`src/rtl/pztb_pkg.sv`:
```
// Shared types and helpers for the pztb memory traffic generator and its checker.
package pztb_pkg;

  localparam int PZTB_MEM_TRAFFIC_ERROR_WIDTH = 16;
  localparam int PZTB_PATTERN_WIDTH = 64;

  typedef enum logic [2:0] {
    IDLE,
    WRITE,
    READ,
    DRAIN,
    DONE
  } pztb_mem_traffic_state;

  // Callers zero-extend seed and address to 64 bits and truncate the sum to their data width.
  function automatic logic [PZTB_PATTERN_WIDTH-1:0] pztb_mem_pattern(
    input logic [PZTB_PATTERN_WIDTH-1:0] seed,
    input logic [PZTB_PATTERN_WIDTH-1:0] address
  );
    return seed + address;
  endfunction

endpackage

```
`src/rtl/pztb_mem_traffic_checker.sv`:
```
// In-order read-response checker: tracks the expected address, compares data, counts mismatches.
// PZTB_MEM_TRAFFIC_FIRST_ERROR_EN adds capture of the first mismatch of each sweep.
module pztb_mem_traffic_checker
  import pztb_pkg::*;
#(
  parameter int DATA_WIDTH    = 32,
  parameter int ADDRESS_WIDTH = 10
) (
  input  logic                                    clk,
  input  logic                                    rst_n,
  input  logic                                    start,
  input  logic [ADDRESS_WIDTH-1:0]                base_address,
  input  logic [DATA_WIDTH-1:0]                   seed,
  input  logic                                    resp_fire,
  input  logic                                    spurious,
  input  logic [DATA_WIDTH-1:0]                   resp_data,
  output logic [PZTB_MEM_TRAFFIC_ERROR_WIDTH-1:0] error_count
`ifdef PZTB_MEM_TRAFFIC_FIRST_ERROR_EN
  ,
  output logic                                    first_error_valid,
  output logic [ADDRESS_WIDTH-1:0]                first_error_address,
  output logic [DATA_WIDTH-1:0]                   first_error_data
`endif
);

  logic [ADDRESS_WIDTH-1:0] resp_address;
  logic [DATA_WIDTH-1:0]    expected;
  logic                     mismatch;

  assign expected = DATA_WIDTH'(pztb_mem_pattern(PZTB_PATTERN_WIDTH'(seed),
                                                 PZTB_PATTERN_WIDTH'(resp_address)));

  // Case inequality so that X/Z on the response bus is reported as a mismatch.
  assign mismatch = resp_fire && (spurious || (resp_data !== expected));

  always_ff @(posedge clk or negedge rst_n) begin
    if (!rst_n) begin
      resp_address <= '0;
      error_count  <= '0;
    end else if (start) begin
      resp_address <= base_address;
      error_count  <= '0;
    end else begin
      if (resp_fire && !spurious) begin
        resp_address <= resp_address + ADDRESS_WIDTH'(1);
      end
      if (mismatch && (error_count != '1)) begin
        error_count <= error_count + PZTB_MEM_TRAFFIC_ERROR_WIDTH'(1);
      end
    end
  end

`ifdef PZTB_MEM_TRAFFIC_FIRST_ERROR_EN
  always_ff @(posedge clk or negedge rst_n) begin
    if (!rst_n) begin
      first_error_valid   <= 1'b0;
      first_error_address <= '0;
      first_error_data    <= '0;
    end else if (start) begin
      first_error_valid   <= 1'b0;
      first_error_address <= '0;
      first_error_data    <= '0;
    end else if (mismatch && !first_error_valid) begin
      first_error_valid   <= 1'b1;
      first_error_address <= resp_address;
      first_error_data    <= resp_data;
    end
  end
`endif

endmodule

```
`src/rtl/pztb_mem_traffic_gen.sv`:
```
// Memory traffic generator: write-then-read-back sweep with in-order response checking.
// Define PZTB_MEM_TRAFFIC_FIRST_ERROR_EN to expose the first-mismatch capture ports.
module pztb_mem_traffic_gen
  import pztb_pkg::*;
#(
  parameter int DATA_WIDTH      = 32,
  parameter int ADDRESS_WIDTH   = 10,
  parameter int MAX_OUTSTANDING = 4
) (
  input  logic                                    i_clk,
  input  logic                                    i_rst_n,
  input  logic                                    i_start,
  input  logic [ADDRESS_WIDTH-1:0]                i_base_address,
  input  logic [ADDRESS_WIDTH:0]                  i_word_count,
  input  logic [DATA_WIDTH-1:0]                   i_seed,
  output logic                                    o_busy,
  output logic                                    o_done,
  output logic [PZTB_MEM_TRAFFIC_ERROR_WIDTH-1:0] o_error_count,
  output logic                                    o_req_valid,
  input  logic                                    i_req_ready,
  output logic                                    o_req_write,
  output logic [ADDRESS_WIDTH-1:0]                o_req_address,
  output logic [DATA_WIDTH-1:0]                   o_req_data,
  input  logic                                    i_resp_valid,
  output logic                                    o_resp_ready,
  input  logic [DATA_WIDTH-1:0]                   i_resp_data
`ifdef PZTB_MEM_TRAFFIC_FIRST_ERROR_EN
  ,
  output logic                                    o_first_error_valid,
  output logic [ADDRESS_WIDTH-1:0]                o_first_error_address,
  output logic [DATA_WIDTH-1:0]                   o_first_error_data
`endif
);

  localparam int COUNT_WIDTH = ADDRESS_WIDTH + 1;
  localparam int OUT_WIDTH   = $clog2(MAX_OUTSTANDING + 1);

  pztb_mem_traffic_state state, next_state;

  logic [ADDRESS_WIDTH-1:0] base, address;
  logic [COUNT_WIDTH-1:0]   count, remaining;
  logic [DATA_WIDTH-1:0]    seed;
  logic [OUT_WIDTH-1:0]     outstanding;
  logic start_accept, req_fire, read_fire, resp_fire, spurious, resp_retire, last_req, at_limit;

  assign start_accept = (state == IDLE) && i_start;
  assign req_fire     = o_req_valid && i_req_ready;
  assign read_fire    = req_fire && !o_req_write;
  assign resp_fire    = i_resp_valid && o_resp_ready;
  assign spurious     = resp_fire && (outstanding == '0);
  assign resp_retire  = resp_fire && !spurious;
  assign last_req     = (remaining == COUNT_WIDTH'(1));
  assign at_limit     = (outstanding == OUT_WIDTH'(MAX_OUTSTANDING));

  assign o_busy        = (state != IDLE);
  assign o_resp_ready  = o_busy;
  assign o_done        = (state == DONE);
  assign o_req_address = address;
  assign o_req_data    = o_req_write
                       ? DATA_WIDTH'(pztb_mem_pattern(PZTB_PATTERN_WIDTH'(seed),
                                                      PZTB_PATTERN_WIDTH'(address)))
                       : '0;

  // Reads are gated purely by the registered outstanding count, so a presented read can never be withdrawn.
  always_comb begin
    next_state  = state;
    o_req_valid = 1'b0;
    o_req_write = 1'b0;
    case (state)
      IDLE: begin
        if (i_start) begin
          next_state = (i_word_count == '0) ? DONE : WRITE;
        end
      end
      WRITE: begin
        o_req_valid = 1'b1;
        o_req_write = 1'b1;
        if (i_req_ready && last_req) begin
          next_state = READ;
        end
      end
      READ: begin
        o_req_valid = !at_limit;
        if (!at_limit && i_req_ready && last_req) begin
          next_state = DRAIN;
        end
      end
      DRAIN: begin
        if (outstanding == '0) begin
          next_state = DONE;
        end
      end
      DONE:    next_state = IDLE;
      default: next_state = IDLE;
    endcase
  end

  always_ff @(posedge i_clk or negedge i_rst_n) begin
    if (!i_rst_n) begin
      state <= IDLE;
    end else begin
      state <= next_state;
    end
  end

  // The address and remaining count rewind to the sweep start after the last write.
  always_ff @(posedge i_clk or negedge i_rst_n) begin
    if (!i_rst_n) begin
      base      <= '0;
      address   <= '0;
      count     <= '0;
      remaining <= '0;
      seed      <= '0;
    end else if (start_accept) begin
      base      <= i_base_address;
      address   <= i_base_address;
      count     <= i_word_count;
      remaining <= i_word_count;
      seed      <= i_seed;
    end else if (req_fire) begin
      if (last_req) begin
        address   <= base;
        remaining <= count;
      end else begin
        address   <= address + ADDRESS_WIDTH'(1);
        remaining <= remaining - COUNT_WIDTH'(1);
      end
    end
  end

  always_ff @(posedge i_clk or negedge i_rst_n) begin
    if (!i_rst_n) begin
      outstanding <= '0;
    end else if (read_fire && !resp_retire) begin
      outstanding <= outstanding + OUT_WIDTH'(1);
    end else if (!read_fire && resp_retire) begin
      outstanding <= outstanding - OUT_WIDTH'(1);
    end
  end

  pztb_mem_traffic_checker #(
    .DATA_WIDTH    (DATA_WIDTH),
    .ADDRESS_WIDTH (ADDRESS_WIDTH)
  ) u_checker (
    .clk                 (i_clk),
    .rst_n               (i_rst_n),
    .start               (start_accept),
    .base_address        (i_base_address),
    .seed                (seed),
    .resp_fire           (resp_fire),
    .spurious            (spurious),
    .resp_data           (i_resp_data),
    .error_count         (o_error_count)
`ifdef PZTB_MEM_TRAFFIC_FIRST_ERROR_EN
    ,
    .first_error_valid   (o_first_error_valid),
    .first_error_address (o_first_error_address),
    .first_error_data    (o_first_error_data)
`endif
  );

endmodule
```
`config.mk`:
```
export PLATFORM = sky130hd
export DESIGN_NAME = pztb_mem_traffic_gen
export DESIGN_NICKNAME = d
export VERILOG_FILES = /design/src/rtl/pztb_pkg.sv /design/src/rtl/pztb_mem_traffic_checker.sv /design/src/rtl/pztb_mem_traffic_gen.sv
export SDC_FILE = /design/constraint.sdc
export NUM_CORES = 1
export LEC_CHECK = 0
export BUFFER_PORTS_ARGS = -buffer_cell sky130_fd_sc_hd__buf_2
export CORE_MARGIN = 5
export CORE_UTILIZATION = 25
export DETAILED_ROUTE_END_ITERATION = 10
export GPL_TIMING_DRIVEN = 0
export HOLD_SLACK_MARGIN = 0.02
export PLACE_DENSITY = 0.53
export RECOVER_POWER = 25
export SETUP_SLACK_MARGIN = 0.3
export SYNTH_ARGS = -nofsm -noshare
export SYNTH_HDL_FRONTEND = slang
export SYNTH_SLANG_ARGS = --single-unit
```
`constraint.sdc`:
```
create_clock -name i_clk -period 9.7 [get_ports i_clk]
set_clock_uncertainty 0.2 [all_clocks]
set_input_delay 0.97 -clock i_clk [delete_from_list [all_inputs] [get_ports i_clk]]
set_output_delay 0.97 -clock i_clk [all_outputs]
set_load 0.01 [all_outputs]
```
==> metrics.cfg, run 1 <==
[grt]
gr-total-overflow=0
grt_pass1_wl_um=41800
antenna_found_initial=2
gr-usage-all-layers_pct=15.7
grt_max_degree=55
grt_pass1_vias=7050

[clock_network]
ctsHoldBuffers=0
cts_setup_buffers=0
cts_buffer_depth=2
clk-insertion-delay-late_ns=0.36
cts_tree=built
cts_made_buffers=9
clk_pin_slew_ns=0.08
cts.repair.resized=0
cts-root-buf=clkbuf_16
htree_levels=3
clock-sinks=106

[pwr]
power_switching_mw=1.48
comb_power_share_pct=59.4
powerDensity_nw_per_um2=323
power.share.sequential_pct=28.0
total_power_mw=2.95
power_leakage_nw=4.25
netSwitchingFraction_pct=50.3
power_frac_clock_pct=12.6
ir_worst_vdd_v=0.000104
p_int_mw=1.47

[logic_synthesis]
ys_types=69
synthFlopType=dfrtp_1
async_flop_share_pct=100
ys_ff_latch=106
syn_area_per_cell_um2=7.91
yosys_warnings=0
ys_seq_area_share_pct=34.9
synth-edff-count=0
synth_area_leaders=dfrtp_1 35%, nand2_1 12%, xnor2_1 5.8%
synth-simple-area-share_pct=29.7
synthesis.area_um2=7610
muxShareOfSynthArea_pct=2.25
synth_top_family_by_area=simple AND/OR/NAND/NOR gates
syn_nets=1081
synth_adder_area_share_pct=5.06
yosysTopAreaCell=dfrtp_1
synth_top_area_share_pct=34.9
postSynthCellCount=962
synthXorXnorAreaFrac_pct=9.67
synth_compound_area_share_pct=14.5

[route]
drt_iter0_drc=590
drcViolationCount=0
first_pass_iters=6
routedWlPerCell_um=17.9
vias_per_cell=4.82
routed_wirelength_um=27300
antenna_violating_nets_post_route=0
vias=7339

[critical_path]
crit_top_cell=clkbuf_1
required_ns=9.29
cp-start-kind=input port
worstSetupPathType=input port to asynchronous set/reset pin
critPathArrivalTime_ns=5.43
rr_worst_depth=11
max_stage_delay_ns=2.27
cp_top_family=buffers and inverters
crit_slowest_cell=clkbuf_1
r2r_slack_ns=5.68
reg2reg_to=u_checker.error_count[8]
critical_path_buf_inv_count=2
cp-end-kind=asynchronous set/reset pin
cp_max_fo=54
rr_startpoint=u_checker.resp_address[0]
cp_cell_sequence=clkbuf_1, clkbuf_1

[final_layout]
nNetsFinal=1245
fillers=3269
final_core_util_pct=30.6
drive_gt1_share_pct=18.0
area_growth_syn_to_layout_pct=20.3

[hold_path]
min_delay_worst_endpoint=base[3]
hold_path_depth=2
hold_class=flip-flop to flip-flop
min_from=base[3]

[timing]
worst-slew-pin-transition_ns=3.06
fmax_ghz=0.171
fin_crit_sh_pct=60.1
fin_crit_ns=5.83
hold_viol_final=0
rsz0062_at_grt=false
setup_tns_ns=0
setup_viol=0
relSlewSlack_pct=-104
slew_violations=109

[floorplanning]
initial_core_util_pct=25.5
ioPinCount=153
fp.coreArea_um2=29900
chipHeight_um=184
die_width_um=184
row_count=63
dieArea_um2=34000

[placed_design]
dp_hpwl_um=21300
gp_congestion=0.894
numPortBuffers=152

[job]
cap_violations=2

[status]
violations=capacitance limit, slew limit
status=finished, violations left

[cell families after synthesis]
logic type | count (synthesis)
flops | 106
xor+xnor | 84
compound gates | 174
mux | 17
buf+inv | 71
fa+ha+maj | 29
simple gates | 481
[through the flow]
| stage | instance area, µm² | hold WS [ns] | instances | worst slack, ns |
|---|---|---|---|---|
| CTS | 9180 | 0.282 | 1520 | 4.47 |
| floorplan | 7610 | 0.241 | 962 | 5.54 |
| global route | 9150 | 0.301 | 1522 | 2.54 |
| detailed placement | 8890 | 0.261 | 1505 | 4.92 |
| finish | 9150 | 0.280 | 1523 | 3.87 |
| global placement | 8860 | 0.259 | 1504 | 4.89 |
[cell usage after synthesis, types with 3 or more instances]
master,number
o211ai_1,6
mux2i_1,16
ha_1,26
buf_4,3
o21ai_1,3
a211oi_1,10
nand4_1,20
nand2_1,234
or3_1,7
and4_1,8
nor2b_1,4
nand3b_1,4
inv_1,16
a21o_1,6
dfrtp_1,106
clkbuf_1,35
o21ai_0,41
and3_1,11
nand2b_1,11
a21oi_1,57
a31oi_1,13
o21bai_1,6
fa_1,3
xnor2_1,50
nor2_1,91
o22ai_1,4
xor2_1,34
nor3_1,19
buf_2,14
and2_1,12
nand4b_1,3
o221ai_1,5
nor4_1,9
nand3_1,30
[layer usage]
layer	global-route usage [%]	vias to the layer above	part of all wire, %	wire [µm]
li1	-	3663	-	-
met1	22.2	3439	46	12700
met2	24.9	215	45	12400
met3	3.20	22	6.7	1820
met4	3.22	0	1.5	408
met5	0	-	0	0
[worst max-delay path by stage]
stage                     start        endpoint  slack, ns  cells past startpoint
2_1_floorplan  o_req_address[0]  o_req_data[20]       5.54                     11
3_3_place_gp   o_req_address[0]  o_req_data[28]       4.89                     12
3_5_place_dp   o_req_address[0]  o_req_data[28]       4.92                     12
4_1_cts        o_req_address[0]  o_req_data[28]       4.47                     12
5_1_grt                 i_rst_n    remaining[3]       2.54                      2
6_report                i_rst_n        count[0]       3.87                      2
[placed cells by master, fill, tap and decap left out, types with 12 or more instances in the layout]
cell / n
ha_1: 26
a31oi_1: 13
nor3_1: 19
o21ai_0: 41
dfrtp_1: 106
mux2i_1: 16
buf_2: 165
xor2_1: 34
inv_1: 16
nor2_1: 91
nand3_1: 30
clkbuf_1: 37
xnor2_1: 50
and2_1: 12
nand4_1: 20
nand2_1: 234
a21oi_1: 57
[power by group through the flow]
stage | logic (mW) | registers (mW) | clock network, mW
CTS | 1.76 | 0.827 | 0.389
floorplan | 1.20 | 0.782 | 0
finish | 1.75 | 0.828 | 0.373
global placement | 1.73 | 0.829 | 0
global route | 1.94 | 0.857 | 0.403
detailed placement | 1.74 | 0.835 | 0
[state kept, by name, summed over array words and instances (netlist names), 10 cells and up]
name                    flops
remaining                  11
o_req_address              10
u_checker.resp_address     10
base                       10
u_checker.error_count      16
count                      11
seed                       32
[cell type report]
class / instances / area, µm² / area share [%]
diodes: 3 / 7.51 / 0.0820
plain buffers: 54 / 240 / 2.63
clock buffers: 10 / 239 / 2.61
clock inverters: 5 / 45.0 / 0.492
inverters: 17 / 63.8 / 0.697
multi-input cells: 785 / 4650 / 50.8
flip-flops and latches: 106 / 2650 / 29.0
well taps: 390 / 488 / 5.33
repair buffers: 153 / 763 / 8.34
Power figures use the tool's default switching activity.
==> run 2, diff against run 1 <==
--- a/config.mk
+++ b/config.mk
@@ -5,13 +5,14 @@
 export SDC_FILE = /design/constraint.sdc
 export NUM_CORES = 1
 export LEC_CHECK = 0
+export ABC_AREA = 1
 export BUFFER_PORTS_ARGS = -buffer_cell sky130_fd_sc_hd__buf_2
 export CORE_MARGIN = 5
 export CORE_UTILIZATION = 25
 export DETAILED_ROUTE_END_ITERATION = 10
 export GPL_TIMING_DRIVEN = 0
 export HOLD_SLACK_MARGIN = 0.02
-export PLACE_DENSITY = 0.53
+export PLACE_DENSITY = 0.54
 export RECOVER_POWER = 25
 export SETUP_SLACK_MARGIN = 0.3
 export SYNTH_ARGS = -nofsm -noshare
==> constraint.sdc (replaced) <==
create_clock -name i_clk -period 5.35 [get_ports i_clk]
set_clock_uncertainty 0.2 [all_clocks]
set_input_delay 0.535 -clock i_clk [delete_from_list [all_inputs] [get_ports i_clk]]
set_output_delay 0.535 -clock i_clk [all_outputs]
set_load 0.01 [all_outputs]
==> run 2 against run 1 <==
  * The run still ends with capacitance limit, slew limit left
  * Sequential power is 90% higher
  * First-iteration DRC count is 15% higher
  * Cell area is 7.1% higher
  * Non-clock buffer count is 21 lower
  * Clock-buffer cell count stayed put
  * Cell count is 20% higher
  * Critical path type is now flip-flop to output pin
  * Largest cell class unchanged
  * Largest power group unchanged
==> metrics.cfg, run 2 <==
[route]
antenna_violating_nets_post_route=0  ; unchanged
drt_iter0_drc=679  ; +15%
first_pass_iters=5  ; -1
routedWlPerCell_um=16.5  ; -7.9%
drcViolationCount=0  ; unchanged
vias=8479  ; +16%
vias_per_cell=4.66  ; -3.4%
routed_wirelength_um=30000  ; +10%

[logic_synthesis]
ys_ff_latch=106  ; unchanged
synth_common_cells=390 x nand2_1, 142 x inv_1, 106 x dfrtp_1
synthesis.area_um2=8140  ; +7.0%
synth.most_common_cell=nand2_1
synth_top_area_share_pct=32.6  ; -2.3 points
synth-edff-count=0  ; unchanged
syn_area_per_cell_um2=6.73  ; -15%
ys_seq_area_share_pct=32.6  ; -2.3 points
syn_nets=1328  ; +23%
yosysTopAreaCell=dfrtp_1
synth_area_leaders=dfrtp_1 33%, nand2_1 18%, inv_1 6.5%
yosys_warnings=0  ; unchanged
async_flop_share_pct=100  ; unchanged
postSynthCellCount=1209  ; +26%
synthFlopType=dfrtp_1
ys_types=49  ; -29%

[final_layout]
diodes=0  ; -3
reg_top3=seed: 32 flops, u_checker.error_count: 16 flops
top_register=seed
drive_gt1_share_pct=14.9  ; -3.1 points
area_growth_syn_to_layout_pct=20.3  ; about the same
fillers=3622  ; +11%
layout_common_cells=390 x nand2_1, 155 x buf_2, 142 x inv_1
largest_reg_flops=32  ; unchanged
nNetsFinal=1493  ; +20%
final_common_cell=nand2_1
fin_cells=1821  ; +20%

[critical_path]
cp-start-kind=flip-flop
crit_slowest_cell=o21ai_1
required_ns=4.62  ; -4.67 ns
crit_top_cell=nand2_1
cp_cell_sequence=ha_1, nand3_1, nand2_1, nand2_1, nand2_1, a21oi_1, o21ai_1, inv_1, nor2_2, inv_1, or2_0, o21ai_0, a21oi_1, buf_2
cp-end-kind=output pin
critPathArrivalTime_ns=3.38  ; -2.05 ns
cp_max_fo=10  ; -81%
worstSetupPathType=flip-flop to output pin
max_stage_delay_ns=0.54  ; -1.73 ns

[placed_design]
dp_hpwl_um=24400  ; +15%
gp_congestion=0.928  ; +3.8%
dp_cells=1804  ; +20%
numPortBuffers=152  ; unchanged
post-place-ws_ns=1.65  ; -3.27 ns

[grt]
grt_pass1_vias=8075  ; +15%
grt_pass1_wl_um=46300  ; +11%
gr-total-overflow=0  ; unchanged
antenna_found_initial=0  ; -2
gr-usage-all-layers_pct=16.3  ; +0.63 points
grt_max_degree=56  ; +1.8%

[clock_network]
clk-insertion-delay-late_ns=0.36  ; about the same
clk_pin_slew_ns=0.08  ; about the same
htree_levels=3  ; unchanged
cts_tree=built
cts.repair.resized=0  ; unchanged
ctsHoldBuffers=1  ; +1
clock-sinks=106  ; unchanged
cts_made_buffers=9  ; unchanged
cts_setup_buffers=0  ; unchanged
cts_buffer_depth=2  ; unchanged
cts-root-buf=clkbuf_16

[timing]
rsz0062_at_grt=false
slew_violations=52  ; -52%
fin_crit_ns=4.11
setup_tns_ns=0  ; unchanged
worst-slew-pin-transition_ns=2.96  ; -0.103 ns
fin_crit_sh_pct=76.8
setup_viol=0  ; unchanged
fmax_ghz=0.243
hold_viol_final=0  ; unchanged
relSlewSlack_pct=-97.1  ; +6.8 points
fin_ws_ns=1.24  ; -2.63 ns

[status]
violations=capacitance limit, slew limit
status=finished, violations left

[floorplanning]
fp.coreArea_um2=32400  ; +8.4%
initial_core_util_pct=25.2  ; -0.32 points
die_width_um=190  ; +3.3%
chipHeight_um=190  ; +3.3%
dieArea_um2=36300  ; +6.6%
row_count=66  ; +4.8%
ioPinCount=153  ; unchanged

[job]
cap_violations=1  ; -1

[hold_path]
hold_class=input port to flip-flop

[pwr]
powerDensity_nw_per_um2=557  ; +73%
ir_worst_vdd_v=0.000217  ; +110%
power_leakage_nw=5.06  ; +19%
total_power_mw=5.46  ; +85%

-- run 2: cell count changes after synthesis, sizes merged, moves of 13 or more --
cell	delta
nand3	+48
mux2i	-16
nor2	+14
inv	+133
nand2	+161
o21ai	+24
xor2	+13
xnor2	-37
-- run 2: cells by family (layout without fill, tap and decap cells) --
logic type | after synthesis | after routing | share of synthesized area [%]
AND/OR/NAND/NOR | 658 | 658 | 35.0
buffers and inverters | 182 | 352 | 8.68
AO/OA/AOI/OAI | 172 | 172 | 12.2
flip-flops | 106 | 106 | 32.6
XOR/XNOR | 60 | 60 | 6.45
adder cells (fa/ha/maj) | 29 | 29 | 4.73
multiplexers | 2 | 2 | 0.277
-- run 2: worst max-delay path, delay by kind of cell (launching register included) --
family / cells / cell delay (ns)
compound gates: 4 / 0.85
flops: 1 / 0.49
buf+inv: 3 / 0.32
fa+ha+maj: 1 / 0.42
simple gates: 6 / 0.93
-- run 2: cell type report --
cell class | count | area, µm² | area share, %
timing repair buffer | 154 | 797 | 8.14
buffer | 32 | 144 | 1.47
tap | 442 | 553 | 5.64
multi-input combinational | 921 | 4780 | 48.8
clock buffer | 10 | 229 | 2.34
sequential | 106 | 2650 | 27.1
inverter | 150 | 563 | 5.75
clock inverter | 6 | 76.3 | 0.779
-- run 2: through the flow --
step                hold slack, ns  cell area [µm²]  utilization (%)
floorplan                   0.0394             8140                -
global placement             0.259             9460             29.2
detailed placement           0.264             9490             29.3
CTS                          0.156             9800             30.3
global route                 0.162             9800             30.3
finish                       0.167             9800             30.3
-- run 2: final timing paths --
kind,start,to,slack (ns),cells past startpoint
max,o_req_address[2],o_req_data[27],1.24,14
min,i_seed[4],seed[4],0.17,3
max reg2reg,seed[0],u_checker.error_count[12],2.03,15
min reg2reg,base[3],base[3],0.28,2
max in group asynchronous,i_rst_n,o_req_address[2],1.78,2
min in group asynchronous,i_rst_n,seed[30],1.47,2
-- run 2: power breakdown --
part           switching [mW]  total, mW  internal (mW)  leakage (nW)
sequential              0.429       1.57           1.14          1.30
clock                   0.327      0.698          0.371         0.149
combinational            2.07       3.19           1.12          3.61
total                    2.83       5.46           2.63          5.06
-- run 2: metal layers --
metal | vias to the layer above | part of all wire [%] | track usage (%) | routed length, µm
li1 | 4285 | - | - | -
met1 | 3934 | 47 | 22.9 | 14200
met2 | 236 | 46 | 26.5 | 13800
met3 | 24 | 5.0 | 2.20 | 1490
met4 | 0 | 1.7 | 4.14 | 507
met5 | - | 0 | 0 | 0
==> run 3, diff against run 2 <==
--- a/config.mk
+++ b/config.mk
@@ -5,14 +5,14 @@
 export SDC_FILE = /design/constraint.sdc
 export NUM_CORES = 1
 export LEC_CHECK = 0
-export ABC_AREA = 1
+export ABC_AREA = 0
 export BUFFER_PORTS_ARGS = -buffer_cell sky130_fd_sc_hd__buf_2
 export CORE_MARGIN = 5
 export CORE_UTILIZATION = 25
 export DETAILED_ROUTE_END_ITERATION = 10
 export GPL_TIMING_DRIVEN = 0
 export HOLD_SLACK_MARGIN = 0.02
-export PLACE_DENSITY = 0.54
+export PLACE_DENSITY = 0.53
 export RECOVER_POWER = 25
 export SETUP_SLACK_MARGIN = 0.3
 export SYNTH_ARGS = -nofsm -noshare
==> constraint.sdc (replaced) <==
create_clock -name i_clk -period 4.1 [get_ports i_clk]
set_clock_uncertainty 0.2 [all_clocks]
set_input_delay 0.41 -clock i_clk [delete_from_list [all_inputs] [get_ports i_clk]]
set_output_delay 0.41 -clock i_clk [all_outputs]
set_load 0.01 [all_outputs]
==> run 3 against run 2 <==
  * The run now ends clean
  * Clock power grew 27%
  * Cell count decreased by 16%
  * Critical path depth shrank 2
  * Critical path type unchanged
  * Largest power group unchanged
==> metrics.cfg, run 3 (synthesis gave the netlist of run 1 again) <==
[status]
status=completed

[placed_design]
numPortBuffers=152  ; unchanged
gp_congestion=0.894  ; -3.7%
postPlaceCellArea_um2=8890  ; -6.3%
post-place-ws_ns=-0.119  ; -1.77 ns
dp_hpwl_um=21300  ; -13%

[clock_network]
cts_buffer_depth=2  ; unchanged
clk-insertion-delay-late_ns=0.36  ; about the same
htree_levels=3  ; unchanged
clk_pin_slew_ns=0.08  ; about the same
cts_tree=built
cts_made_buffers=9  ; unchanged
clock-sinks=106  ; unchanged
cts-root-buf=clkbuf_16

[grt]
antenna_found_initial=2  ; +2
grt_util_met3_pct=3.18  ; +0.98 points
gr-usage-all-layers_pct=15.7  ; -0.60 points
gr-total-overflow=0  ; unchanged
grt_max_degree=55  ; -1.8%
grt_use_met2_pct=24.8  ; -1.7 points
gr-max-usage-layer=met2
use_met1_pct=22.2  ; -0.72 points
grt_pass1_vias=7116  ; -12%
grt_pass1_wl_um=41900  ; -9.5%

[route]
vias_per_cell=4.84  ; +4.0%
drcViolationCount=0  ; unchanged
vias=7436  ; -12%
routedWlPerCell_um=17.9  ; +8.6%
drt_iter0_drc=680  ; +0.15%
first_pass_iters=5  ; unchanged
antenna_violating_nets_post_route=0  ; unchanged
routed_wirelength_um=27500  ; -8.4%

[floorplanning]
chipHeight_um=184  ; -3.2%
die_width_um=184  ; -3.2%
ioPinCount=153  ; unchanged
initial_core_util_pct=25.5  ; +0.32 points
dieArea_um2=34000  ; -6.2%
row_count=63  ; -4.5%
fp.coreArea_um2=29900  ; -7.7%

[final_layout]
largest_reg_flops=32  ; unchanged
final_cell_area_um2=9400  ; -4.0%
reg_top3=seed: 32 flops, u_checker.error_count: 16 flops
drive_gt1_share_pct=20.1  ; +5.3 points
layout_common_cells=233 x nand2_1, 156 x buf_2, 102 x dfrtp_1
top_register=seed
fillers=3254  ; -10%
final_common_cell=nand2_1
area_growth_syn_to_layout_pct=23.5
nNetsFinal=1258  ; -16%

[critical_path]
reg2reg_to=u_checker.error_count[15]
critPathArrivalTime_ns=3.14  ; -0.24 ns
max_stage_delay_ns=0.46  ; -0.08 ns
rr_worst_depth=11  ; -4
cp_cell_sequence=buf_4, fa_2, a21o_1, a21oi_4, o21bai_4, a2111oi_4, o41ai_4, nand3_4, nor2_1, xnor2_1, nor2_1, buf_2
worstSetupPathType=flip-flop to output pin
rr_startpoint=u_checker.resp_address[2]
r2r_slack_ns=0.42  ; -1.61 ns
crit_top_cell=nor2_1
cp_max_fo=6  ; -4
required_ns=3.49  ; -1.13 ns
cp-end-kind=output pin
cp-start-kind=flip-flop
crit_slowest_cell=a2111oi_4

[hold_path]
min_from=i_seed[2]
hold_path_depth=3  ; unchanged
min_delay_worst_endpoint=seed[2]
hold_class=input port to flip-flop

[timing]
hold_viol_final=0  ; unchanged
setup_viol=0  ; unchanged
fin_ws_ns=0.352  ; -0.887 ns
relSlewSlack_pct=3.05  ; +100 points
fin_crit_ns=3.75
worst-slew-pin-transition_ns=1.45  ; -1.50 ns
rsz0062_at_grt=true
slew_violations=0  ; -100%
fin_crit_sh_pct=91.4
fmax_ghz=0.267

[job]
cap_violations=0  ; -1

[pwr]
ir_worst_vdd_v=0.000250  ; +15%
power_leakage_nw=4.32  ; -15%
powerDensity_nw_per_um2=777  ; +40%

run 3: per-stage QoR:
| stage | hold WS, ns | setup TNS [ns] | util, % | std cells | power (mW) |
|---|---|---|---|---|---|
| 4_1_cts | 0.0290 | 0 | 31.2 | 1529 | 7.18 |
| 2_1_floorplan | -0.0856 | 0 | - | 962 | 4.68 |
| 6_report | 0.0382 | 0 | 31.5 | 1536 | 7.30 |
| 3_5_place_dp | 0.206 | -0.484 | 29.8 | 1505 | 6.10 |
| 5_1_grt | 0.0341 | 0 | 31.5 | 1535 | 7.89 |
| 3_3_place_gp | 0.259 | -0.547 | 29.6 | 1504 | 6.07 |
run 3: report_power, final:
part	total, mW	switching, mW	internal (mW)
sequential	1.96	0.475	1.48
combinational	4.46	2.72	1.74
clock	0.888	0.450	0.437
total	7.30	3.65	3.66
run 3: worst max path at each step:
stage | start | endpoint | slack, ns
CTS | o_req_address[0] | o_req_data[30] | 0.30
finish | o_req_address[1] | o_req_data[28] | 0.35
global placement | o_req_address[0] | o_req_data[28] | -0.15
detailed placement | o_req_address[0] | o_req_data[28] | -0.12
floorplan | o_req_address[0] | o_req_data[20] | 0.50
global route | u_checker.resp_address[0] | u_checker.error_count[11] | 0.25
run 3: metal layers:
metal | vias up | routed length, µm | share of wire (%)
li1 | 3686 | - | -
met1 | 3499 | 12700 | 46
met2 | 221 | 12400 | 45
met3 | 30 | 1840 | 6.7
met4 | 0 | 507 | 1.8
met5 | - | 0 | 0
run 3: final cells by class:
class	count	area [µm²]	share of cell area (%)
multi-input combinational	785	4800	51.1
sequential	106	2660	28.3
timing repair buffer	166	855	9.09
tap	390	488	5.19
buffer	54	240	2.56
clock buffer	10	239	2.54
inverter	17	63.8	0.679
clock inverter	5	45.0	0.479
antenna	3	7.51	0.0799
run 3: critical path: cells and delay by family (launching register included):
kind | cells | cell delay (ns)
xor gates and xnor gates | 1 | 0.22
and+or+nand+nor | 3 | 0.31
AOI/OAI and AO/OA | 5 | 1.13
DFF | 1 | 0.43
buffers and inverters | 2 | 0.29
adders and majority gates | 1 | 0.39
run 3: timing repair:
| action | CTS | global route |
|---|---|---|
| pin swaps | 7 | 11 |
| resized for setup | 12 | 19 |
| endpoints found under the hold margin | 52 | 0 |
| setup buffers | 8 | 4 |
| hold buffers | 1 | 0 |
| setup endpoints to repair | 35 | 39 |
| cloned | 0 | 0 |
